===== src/rtl/instr_decode_pkg.sv =====
// rtl/instr_decode_pkg.sv - shared types, constants and decode function for the decode stage
package instr_decode_pkg;
    localparam int ADD_WIDTH         = 32;
    localparam int INSTRUCTION_WIDTH = 32;
    localparam int DATA_WIDTH        = 32;
    localparam int NUM_REGS          = 32;
    localparam int REG_IDX_WIDTH     = 5;

    typedef logic [INSTRUCTION_WIDTH-1:0] instruct_t;

    typedef enum logic [5:0] {
        OP_ADD  = 6'h00, OP_ADDI = 6'h01, OP_SUB  = 6'h02, OP_SUBI = 6'h03,
        OP_MUL  = 6'h04, OP_MULI = 6'h05, OP_OR   = 6'h06, OP_ORI  = 6'h07,
        OP_AND  = 6'h08, OP_ANDI = 6'h09, OP_XOR  = 6'h0A, OP_XORI = 6'h0B,
        OP_LDW  = 6'h0C, OP_STW  = 6'h0D, OP_BZ   = 6'h0E, OP_BEQ  = 6'h0F,
        OP_JR   = 6'h10, OP_HALT = 6'h11
    } opcode_e;

    typedef struct packed {
        logic                     valid;
        opcode_e                  opcode;
        logic [DATA_WIDTH-1:0]    rs_val;
        logic [DATA_WIDTH-1:0]    rt_val;
        logic [DATA_WIDTH-1:0]    imm;
        logic [REG_IDX_WIDTH-1:0] dest;
        logic                     dest_valid;
        logic [ADD_WIDTH-1:0]     pc;
    } id_ex_t;

    localparam id_ex_t NOP_BUBBLE = '0;

    typedef struct packed {
        logic                     legal;
        logic                     uses_rs;
        logic                     uses_rt;
        logic                     is_halt;
        opcode_e                  opcode;
        logic [REG_IDX_WIDTH-1:0] rs;
        logic [REG_IDX_WIDTH-1:0] rt;
        logic [REG_IDX_WIDTH-1:0] dest;
        logic                     dest_valid;
        logic [DATA_WIDTH-1:0]    imm;
    } dec_t;

    // Arithmetic ops come in pairs: even opcode is R-type, odd is the immediate form.
    function automatic dec_t decode(input instruct_t w);
        dec_t       d;
        logic [5:0] op;
        op       = w[31:26];
        d        = '0;
        d.opcode = opcode_e'(op);
        d.rs     = w[25:21];
        d.rt     = w[20:16];
        d.imm    = {{16{w[15]}}, w[15:0]};
        if (op <= OP_XORI) begin
            d.legal      = 1'b1;
            d.uses_rs    = 1'b1;
            d.uses_rt    = !op[0];
            d.dest       = op[0] ? w[20:16] : w[15:11];
            d.dest_valid = 1'b1;
        end else begin
            case (op)
                OP_LDW: begin
                    d.legal      = 1'b1;
                    d.uses_rs    = 1'b1;
                    d.dest       = w[20:16];
                    d.dest_valid = 1'b1;
                end
                OP_STW, OP_BEQ: begin
                    d.legal   = 1'b1;
                    d.uses_rs = 1'b1;
                    d.uses_rt = 1'b1;
                end
                OP_BZ, OP_JR: begin
                    d.legal   = 1'b1;
                    d.uses_rs = 1'b1;
                end
                OP_HALT: begin
                    d.legal   = 1'b1;
                    d.is_halt = 1'b1;
                end
                default: ;
            endcase
        end
        return d;
    endfunction
endpackage


===== src/rtl/instr_decode_reg_file.sv =====
// rtl/instr_decode_reg_file.sv - 32x32 register file, two write-through read ports, R0 fixed at zero
module instr_decode_reg_file
    import instr_decode_pkg::*;
(
    input  logic                     clock,
    input  logic                     rst,
    input  logic [REG_IDX_WIDTH-1:0] rd_addr_a,
    output logic [DATA_WIDTH-1:0]    rd_data_a,
    input  logic [REG_IDX_WIDTH-1:0] rd_addr_b,
    output logic [DATA_WIDTH-1:0]    rd_data_b,
    input  logic                     wr_en,
    input  logic [REG_IDX_WIDTH-1:0] wr_addr,
    input  logic [DATA_WIDTH-1:0]    wr_data
);
    logic [DATA_WIDTH-1:0] regs [NUM_REGS];

    always_ff @(posedge clock) begin
        if (!rst) begin
            for (int i = 0; i < NUM_REGS; i++) regs[i] <= '0;
        end else if (wr_en && wr_addr != '0) begin
            regs[wr_addr] <= wr_data;
        end
    end

    // Same-cycle write is forwarded so a WB producer never costs a stall.
    always_comb begin
        rd_data_a = regs[rd_addr_a];
        if (rd_addr_a == '0)                          rd_data_a = '0;
        else if (wr_en && wr_addr == rd_addr_a)       rd_data_a = wr_data;
    end

    always_comb begin
        rd_data_b = regs[rd_addr_b];
        if (rd_addr_b == '0)                          rd_data_b = '0;
        else if (wr_en && wr_addr == rd_addr_b)       rd_data_b = wr_data;
    end
endmodule


===== src/rtl/instr_decode.sv =====
// rtl/instr_decode.sv - decode stage: IF/ID register, register file, RAW hazard detect, ID/EX register
module instr_decode
    import instr_decode_pkg::*;
(
    input  logic                         clock,
    input  logic                         rst,
    input  logic [INSTRUCTION_WIDTH-1:0] instruction,
    input  logic [ADD_WIDTH-1:0]         pc,
    input  logic                         is_taken,
    input  logic [REG_IDX_WIDTH-1:0]     mem_dest,
    input  logic                         mem_dest_valid,
    input  logic                         wb_en,
    input  logic [REG_IDX_WIDTH-1:0]     wb_rd,
    input  logic [DATA_WIDTH-1:0]        wb_data,
    output logic                         hazard_detected,
    output logic                         halt_detected,
    output id_ex_t                       id_ex,
    output logic [31:0]                  stall_count
);
    logic                  ifid_valid;
    instruct_t             ifid_instr;
    logic [ADD_WIDTH-1:0]  ifid_pc;
    dec_t                  dec;
    logic [DATA_WIDTH-1:0] rs_val;
    logic [DATA_WIDTH-1:0] rt_val;
    logic                  rs_busy;
    logic                  rt_busy;
    logic                  hazard_raw;
    id_ex_t                next_id_ex;

    assign dec = decode(ifid_instr);

    instr_decode_reg_file u_rf (
        .clock     (clock),
        .rst       (rst),
        .rd_addr_a (dec.rs),
        .rd_data_a (rs_val),
        .rd_addr_b (dec.rt),
        .rd_data_b (rt_val),
        .wr_en     (wb_en),
        .wr_addr   (wb_rd),
        .wr_data   (wb_data)
    );

    // Writers still in EX (our ID/EX) or in MEM block a read; WB is covered by the bypass.
    always_comb begin
        rs_busy = (dec.rs != '0) &&
                  ((id_ex.valid && id_ex.dest_valid && id_ex.dest == dec.rs) ||
                   (mem_dest_valid && mem_dest == dec.rs));
        rt_busy = (dec.rt != '0) &&
                  ((id_ex.valid && id_ex.dest_valid && id_ex.dest == dec.rt) ||
                   (mem_dest_valid && mem_dest == dec.rt));
        hazard_raw = ifid_valid && ((dec.uses_rs && rs_busy) || (dec.uses_rt && rt_busy));
    end

    assign hazard_detected = hazard_raw && !is_taken && !halt_detected;

    always_comb begin
        next_id_ex = NOP_BUBBLE;
        if (ifid_valid && dec.legal) begin
            next_id_ex.valid      = 1'b1;
            next_id_ex.opcode     = dec.opcode;
            next_id_ex.rs_val     = rs_val;
            next_id_ex.rt_val     = rt_val;
            next_id_ex.imm        = dec.imm;
            next_id_ex.dest       = dec.dest;
            next_id_ex.dest_valid = dec.dest_valid;
            next_id_ex.pc         = ifid_pc;
        end
    end

    always_ff @(posedge clock) begin
        if (!rst) begin
            ifid_valid    <= 1'b0;
            ifid_instr    <= '0;
            ifid_pc       <= '0;
            id_ex         <= NOP_BUBBLE;
            halt_detected <= 1'b0;
            stall_count   <= '0;
        end else if (is_taken || halt_detected) begin
            ifid_valid <= 1'b0;
            ifid_instr <= '0;
            ifid_pc    <= '0;
            id_ex      <= NOP_BUBBLE;
        end else if (hazard_detected) begin
            id_ex       <= NOP_BUBBLE;
            stall_count <= stall_count + 32'd1;
        end else begin
            ifid_valid <= 1'b1;
            ifid_instr <= instruction;
            ifid_pc    <= pc;
            id_ex      <= next_id_ex;
            if (ifid_valid && dec.is_halt) halt_detected <= 1'b1;
        end
    end
endmodule


===== config.mk =====
export PLATFORM = sky130hd
export DESIGN_NAME = instr_decode
export DESIGN_NICKNAME = d
export VERILOG_FILES = /design/src/rtl/instr_decode_pkg.sv /design/src/rtl/instr_decode_reg_file.sv /design/src/rtl/instr_decode.sv
export SDC_FILE = /design/constraint.sdc
export NUM_CORES = 2
export LEC_CHECK = 0
export CAP_MARGIN = 5
export CORE_MARGIN = 3
export CORE_UTILIZATION = 45
export DETAILED_ROUTE_END_ITERATION = 12
export SLEW_MARGIN = 0
export SYNTH_ARGS = -nofsm -noshare
export SYNTH_HDL_FRONTEND = slang
export SYNTH_SLANG_ARGS = --single-unit

===== constraint.sdc =====
create_clock -name clock -period 5.2 [get_ports clock]
set_clock_uncertainty 0.2 [all_clocks]
set_input_delay 1.04 -clock clock [delete_from_list [all_inputs] [get_ports clock]]
set_output_delay 1.04 -clock clock [all_outputs]
set_load 0.01 [all_outputs]

Word level (Yosys, flattened, before mapping). Memories as Yosys holds them, arrays and structs flattened. A register that Yosys moved wholly into a read port is not among the register bits. Cells that the tools add are included.

Register bits after elaboration: 223. RAM bits: 1024. Input bits: 111. Output and inout port bits: 175. Word-level logic and storage cells: 97. Memories kept: 1.

Memories: u_rf.regs (words 32, bits a word 32, read ports 2, clocked after Yosys merged registers in 2, write ports 32, RTL line instr_decode_reg_file.sv:15) `logic [DATA_WIDTH-1:0] regs [NUM_REGS];`.

$add $sub $neg: 1. Order comparisons: 1. Equality and inequality tests: 12. Mux-type cells: 25. Bitwise gates (word level): 4. Reductions and logical operators: 40.

Operators by type and width (count): 32-bit 2-to-1 mux (5); 141-bit 2-to-1 mux (1); 32-bit by 1-bit adder with 32-bit output (second input constant) (1); 32-bit OR reduction (1); 5-bit == test (6); 5-bit 2-to-1 mux (6); 6-bit by 4-bit == test with 1-bit output (second input constant) (4); 1-bit logical AND (17); 5-bit nonzero test (3); 5-bit OR reduction (3); 6-bit by 5-bit == test with 1-bit output (second input constant) (2); 6-bit 2-to-1 mux (2); 5-bit logical NOT (2); 1-bit 2-to-1 mux (10); 6-bit by 4-bit <= comparator with 1-bit output (second input constant) (1); 6-bit OR reduction (1); 1-bit logical OR (4); 1-bit inverter (4); 2-bit OR reduction (2); 4-bit OR reduction (1); 1-bit logical NOT (3); 3-bit 2-to-1 mux (1); 3-bit AND reduction (1); 3-bit OR reduction (1); 2-bit AND reduction (1).

Longest topological paths before layout.
Depth after elaboration: 11. Mapped depth: 9. Mapped depth without buffers: 7.

Hierarchy. From an unflattened synthesis, not the netlist that was laid out.

Cell total of the unflattened synthesis: 4643. Area, all modules: 62806.5 um2.

By module, submodules not included: instr_decode_reg_file (instances 1, cells each 3832, area an instance 55144.1 um2, seq. area each 30749.5 um2); instr_decode (instances 1, cells each 811, area an instance 7662.3 um2, seq. area each 4464.3 um2).

Least setup slack after synthesis. Ideal clock, no wire load.

Path type: input -> register. Start point: input wb_rd[0]. End point: memory u_rf.regs[28][0], enable pin. Library setup time: 466 ps. Data arrival time: 3958 ps. Data required time: 4534 ps. Path slack: 576 ps. Stages: 4. Buffers on the path: 2. Cells stage by stage: or2_2 -> clkbuf_1 -> clkbuf_1 -> o21ai_0.

RTL lines: start, declared (RTL line instr_decode.sv:13) `input logic [REG_IDX_WIDTH-1:0] wb_rd,`; end, declared (RTL line instr_decode_reg_file.sv:15).

Worst setup path after layout.
Start point: input mem_dest[4]. End point: output hazard_detected.

Longest elaborated chain between the ends: 9. Elaborated cells on any way between the ends: 14. Classes of those cells: eq/ne (2); reduce/logical (12).

Ends and longest elaborated chain: start, declared (RTL line instr_decode.sv:10) `input logic [REG_IDX_WIDTH-1:0] mem_dest,`; 5-bit == test (on tied branches) (RTL line instr_decode.sv:49, instr_decode.sv:52); 1-bit logical AND (on tied branches) (RTL line instr_decode.sv:49, instr_decode.sv:52); 1-bit logical OR (on tied branches) (RTL line instr_decode.sv:48, instr_decode.sv:51); 1-bit logical AND (on tied branches) (RTL line instr_decode.sv:47, instr_decode.sv:50); 1-bit logical AND (RTL line instr_decode.sv:53) `hazard_raw = ifid_valid && ((dec.uses_rs && rs_busy) || (dec.uses_rt && rt_busy));`; 1-bit logical OR (*) (RTL line instr_decode.sv:53); 1-bit logical AND (*) (RTL line instr_decode.sv:53); 1-bit logical AND (*) (2 in a row) (RTL line instr_decode.sv:56) `assign hazard_detected = hazard_raw && !is_taken && !halt_detected;`; end, declared (RTL line instr_decode.sv:15) `output logic hazard_detected,`.

Every way passes the cells marked *; elsewhere a longest branch is shown, timed or not.

==> impl_metrics.json <==
{
  "outcome": "completed",
  "synth_area_per_cell_um2": 14.4,
  "grt_pass1_vias": 40800,
  "min_period_over_period": 0.825,
  "ant_nets": 0,
  "synth_ff_type": "edfxtp_1",
  "synthToLayoutAreaGrowth_pct": 16.4,
  "worstPathMaxFanout": 3,
  "h-tree-depth": 4,
  "start_kind": "primary input",
  "ctsLongestPathBuffers": 3,
  "pin_count": 286,
  "min_path_type": "reg -> reg",
  "ctsHoldBuffers": 0,
  "initial_utilization": 0.454,
  "wirelength_um": 210000,
  "setup_tns_ns": 0,
  "gp_congestion": 0.830,
  "die_y_um": 376,
  "cts_buffers": 141,
  "yosysUniqueCellTypes": 47,
  "crit_chain": "clkdlybuf4s50_1 -> xnor2_1 -> nand4_1 -> o22ai_1 -> nand3_2 -> nand2_1 -> clkdlybuf4s50_1",
  "via_count": 40700,
  "finalSetupViolCount": 0,
  "crit_path_end_kind": "primary output",
  "path_class": "in -> out",
  "firstDrtPassIters": 5,
  "period_minus_slack_ns": 4.29,
  "drc": 0,
  "detailed_place_hpwl_um": 127000,
  "nFillCells": 11100,
  "rsz0062_at_grt": "no",
  "fmax_ghz": 0.233,
  "drt-wirelength-per-cell_um": 33.0,
  "dieArea_mm2": 0.141,
  "synth_area_mm2": 0.0616,
  "rows": 135,
  "via_per_inst": 6.40,
  "critical_path.endpoint": "hazard_detected",
  "drt_iter0_markers": 5563,
  "tritoncts": "built",
  "root_buffer": "clkbuf_16",
  "rrSetupSlack_ns": 1.60,
  "io_buffer_count": 285,
  "maxCapViolations": 0,
  "cp.required_ns": 3.96,
  "grt_max_degree": 80,
  "reg2regPathDepth": 6,
  "grt_overflow": 0,
  "worst_ep_arrival_time_ns": 3.05,
  "slowest_delay_ns": 0.61,
  "core_mm2": 0.136,
  "layout-drive-gt1-share": 0.217,
  "cpMostUsedCell": "clkdlybuf4s50_1",
  "p_leak_nw": 23.7,
  "syn_inst": 4277,
  "ys_async_sr_fraction": 0,
  "grt_pass1_wl_um": 299000,
  "setup.worst_path.start": "mem_dest[4]",
  "final-hold-violation-count": 0,
  "slew_violations": 0,
  "cts_resized": 0,
  "powerDensity_mw_per_mm2": 327,
  "peakVddDrop_mv": 0.271,
  "reg2reg_to": "id_ex[93]$_SDFF_PP0_",
  "antenna_found_initial": 21,
  "yosysSeqAreaShare": 0.575,
  "cts_setup_buffers": 0,
  "worst_hold_slack_ns": 0.243,
  "cts.sinks": 1257,
  "clkLatencyLatePin_ns": 0.79,
  "cpMaxStageDelayCell": "clkdlybuf4s50_1",
  "yosysWarningCount": 0,
  "nNetsFinal": 4582,
  "relSlewSlack": 0.118,
  "synth-edff-count": 1024,
  "die_x_um": 376,
  "worstMarginPinSlew_ns": 1.32,
  "clk_pin_slew_ns": 0.06,
  "grt_usage": 0.296,
  "ys_ff_latch": 1257
}
per-layer routing:
metal | wire [µm] | track usage
met4 | 7860 | 0.108
met2 | 97400 | 0.463
met1 | 82500 | 0.408
met5 | 67 | 0
met3 | 22100 | 0.0661
cell type report:
type	instances	area (µm²)	area share
antenna	5	12.5	0.000174
clock buffer	181	3780	0.0527
clock inverter	73	619	0.00864
inverter	3	11.3	0.000157
multi-input combinational	2581	24800	0.346
sequential	1257	35400	0.494
tap	1781	2230	0.0311
timing repair buffer	486	4820	0.0673
Yosys cell counts (2+ instances only):
cell type / number / area (µm²)
and2_1: 1048 / 6560
edfxtp_1: 1024 / 30700
mux4_2: 512 / 11500
clkbuf_1: 345 / 1290
o22ai_1: 258 / 1610
dfxtp_1: 233 / 4660
mux2i_1: 94 / 941
o21ai_0: 93 / 465
a21oi_1: 78 / 390
buf_2: 77 / 385
nand3_1: 77 / 385
nor3_1: 72 / 360
nor4_1: 69 / 432
nand2_1: 51 / 191
nor2_1: 48 / 180
nand2b_1: 33 / 206
buf_4: 28 / 210
xnor2_1: 22 / 193
buf_1: 15 / 56.3
nand4_1: 15 / 93.8
and3_1: 11 / 68.8
xor2_1: 9 / 78.8
o2111ai_1: 7 / 61.3
nand3b_1: 6 / 45.0
a22oi_1: 5 / 37.5
and4_1: 5 / 43.8
o211ai_1: 5 / 37.5
or3_1: 4 / 25.0
buf_6: 3 / 33.8
o2111ai_2: 3 / 45.0
o21ai_1: 3 / 15.0
or3b_2: 3 / 26.3
a211oi_1: 2 / 15.0
inv_1: 2 / 7.51
nand3_2: 2 / 20.0
nor2_4: 2 / 22.5
nor2b_1: 2 / 12.5
or4_4: 2 / 22.5
cells in the final DEF (no fill, tap or decap), types with 6 or more instances in the layout:
cell | synthesis | final
dfxtp_1 | 233 | 229
xor2_1 | 9 | 9
clkinv_1 | 0 | 33
o21ai_4 | 0 | 31
and3_1 | 11 | 8
clkbuf_16 | 0 | 144
and2_1 | 1048 | 1048
mux4_2 | 512 | 512
conb_1 | 1 | 33
xnor2_1 | 22 | 22
nand3_1 | 77 | 75
bufinv_16 | 0 | 7
o2111ai_1 | 7 | 7
nor2_1 | 48 | 17
clkinv_8 | 0 | 8
mux2i_1 | 94 | 94
nand3b_1 | 6 | 6
nor2_2 | 0 | 24
nand2_1 | 51 | 48
buf_12 | 0 | 34
nor2_4 | 2 | 9
o22ai_1 | 258 | 258
clkbuf_1 | 345 | 33
a21oi_1 | 78 | 78
nor3_1 | 72 | 72
clkinv_2 | 0 | 16
nand2b_1 | 33 | 33
clkdlybuf4s50_1 | 0 | 284
nor4_1 | 69 | 69
nand4_1 | 15 | 15
edfxtp_1 | 1024 | 1024
buf_4 | 28 | 165
o21ai_0 | 93 | 62
worst min-delay path by stage:
stage	from	to	slack, ns	depth (start not counted)
final	ifid_pc[3]$_SDFFE_PP0N_	id_ex[3]$_SDFF_PP0_	0.24	1
after CTS	ifid_pc[3]$_SDFFE_PP0N_	id_ex[3]$_SDFF_PP0_	0.25	1
after detailed placement	ifid_pc[3]$_SDFFE_PP0N_	id_ex[3]$_SDFF_PP0_	0.23	1
after floorplan	ifid_pc[0]$_SDFFE_PP0N_	id_ex[0]$_SDFF_PP0_	0.22	1
after global placement	ifid_pc[19]$_SDFFE_PP0N_	id_ex[19]$_SDFF_PP0_	0.23	1
after global routing	ifid_instr[7]$_SDFFE_PP0N_	id_ex[45]$_SDFF_PP0_	0.26	1
power by group:
group / internal [mW] / switching [mW] / total [mW]
registers: 11.4 / 0.273 / 11.6
clock network: 5.50 / 4.18 / 9.68
logic: 0.929 / 1.24 / 2.17
critical path, delay by kind of cell:
family | cells | cell delay [ns]
buf+inv | 2 | 1.13
simple gates | 3 | 0.45
compound gates | 1 | 0.30
xor+xnor | 1 | 0.13
logic make-up (layout without fill, tap and decap cells):
| family | count (synthesis) | in the layout | synth area share |
|---|---|---|---|
| AND/OR/NAND/NOR | 1454 | 1454 | 0.142 |
| flip-flops | 1257 | 1257 | 0.575 |
| multiplexers | 606 | 606 | 0.202 |
| buffers and inverters | 471 | 743 | 0.0323 |
| AO/OA/AOI/OAI | 456 | 456 | 0.0438 |
| XOR/XNOR | 31 | 31 | 0.00441 |
| adder cells (fa/ha/maj) | 1 | 1 | 0.000203 |
| other | 1 | 38 | 0.0000609 |
stage by stage:
stage                     instances  setup WS (ns)  power [mW]  utilization  cell area, µm²
after floorplan                4309          0.576        13.0            -           61700
after global placement         6105          0.888        13.9        0.496           67200
after detailed placement       6105          0.909        14.0        0.496           67200
after CTS                      6359          0.896        23.6        0.528           71600
after global routing           6365          0.830        24.1        0.529           71700
final                          6367          0.911        23.5        0.529           71700
flip-flops by register name (all words and copies together) (netlist names), named ones only:
name	count
halt_detected	1
id_ex	125
ifid_instr	32
ifid_pc	32
ifid_valid	1
stall_count	32
u_rf.regs	1024
(Power assumes the default switching activity.)
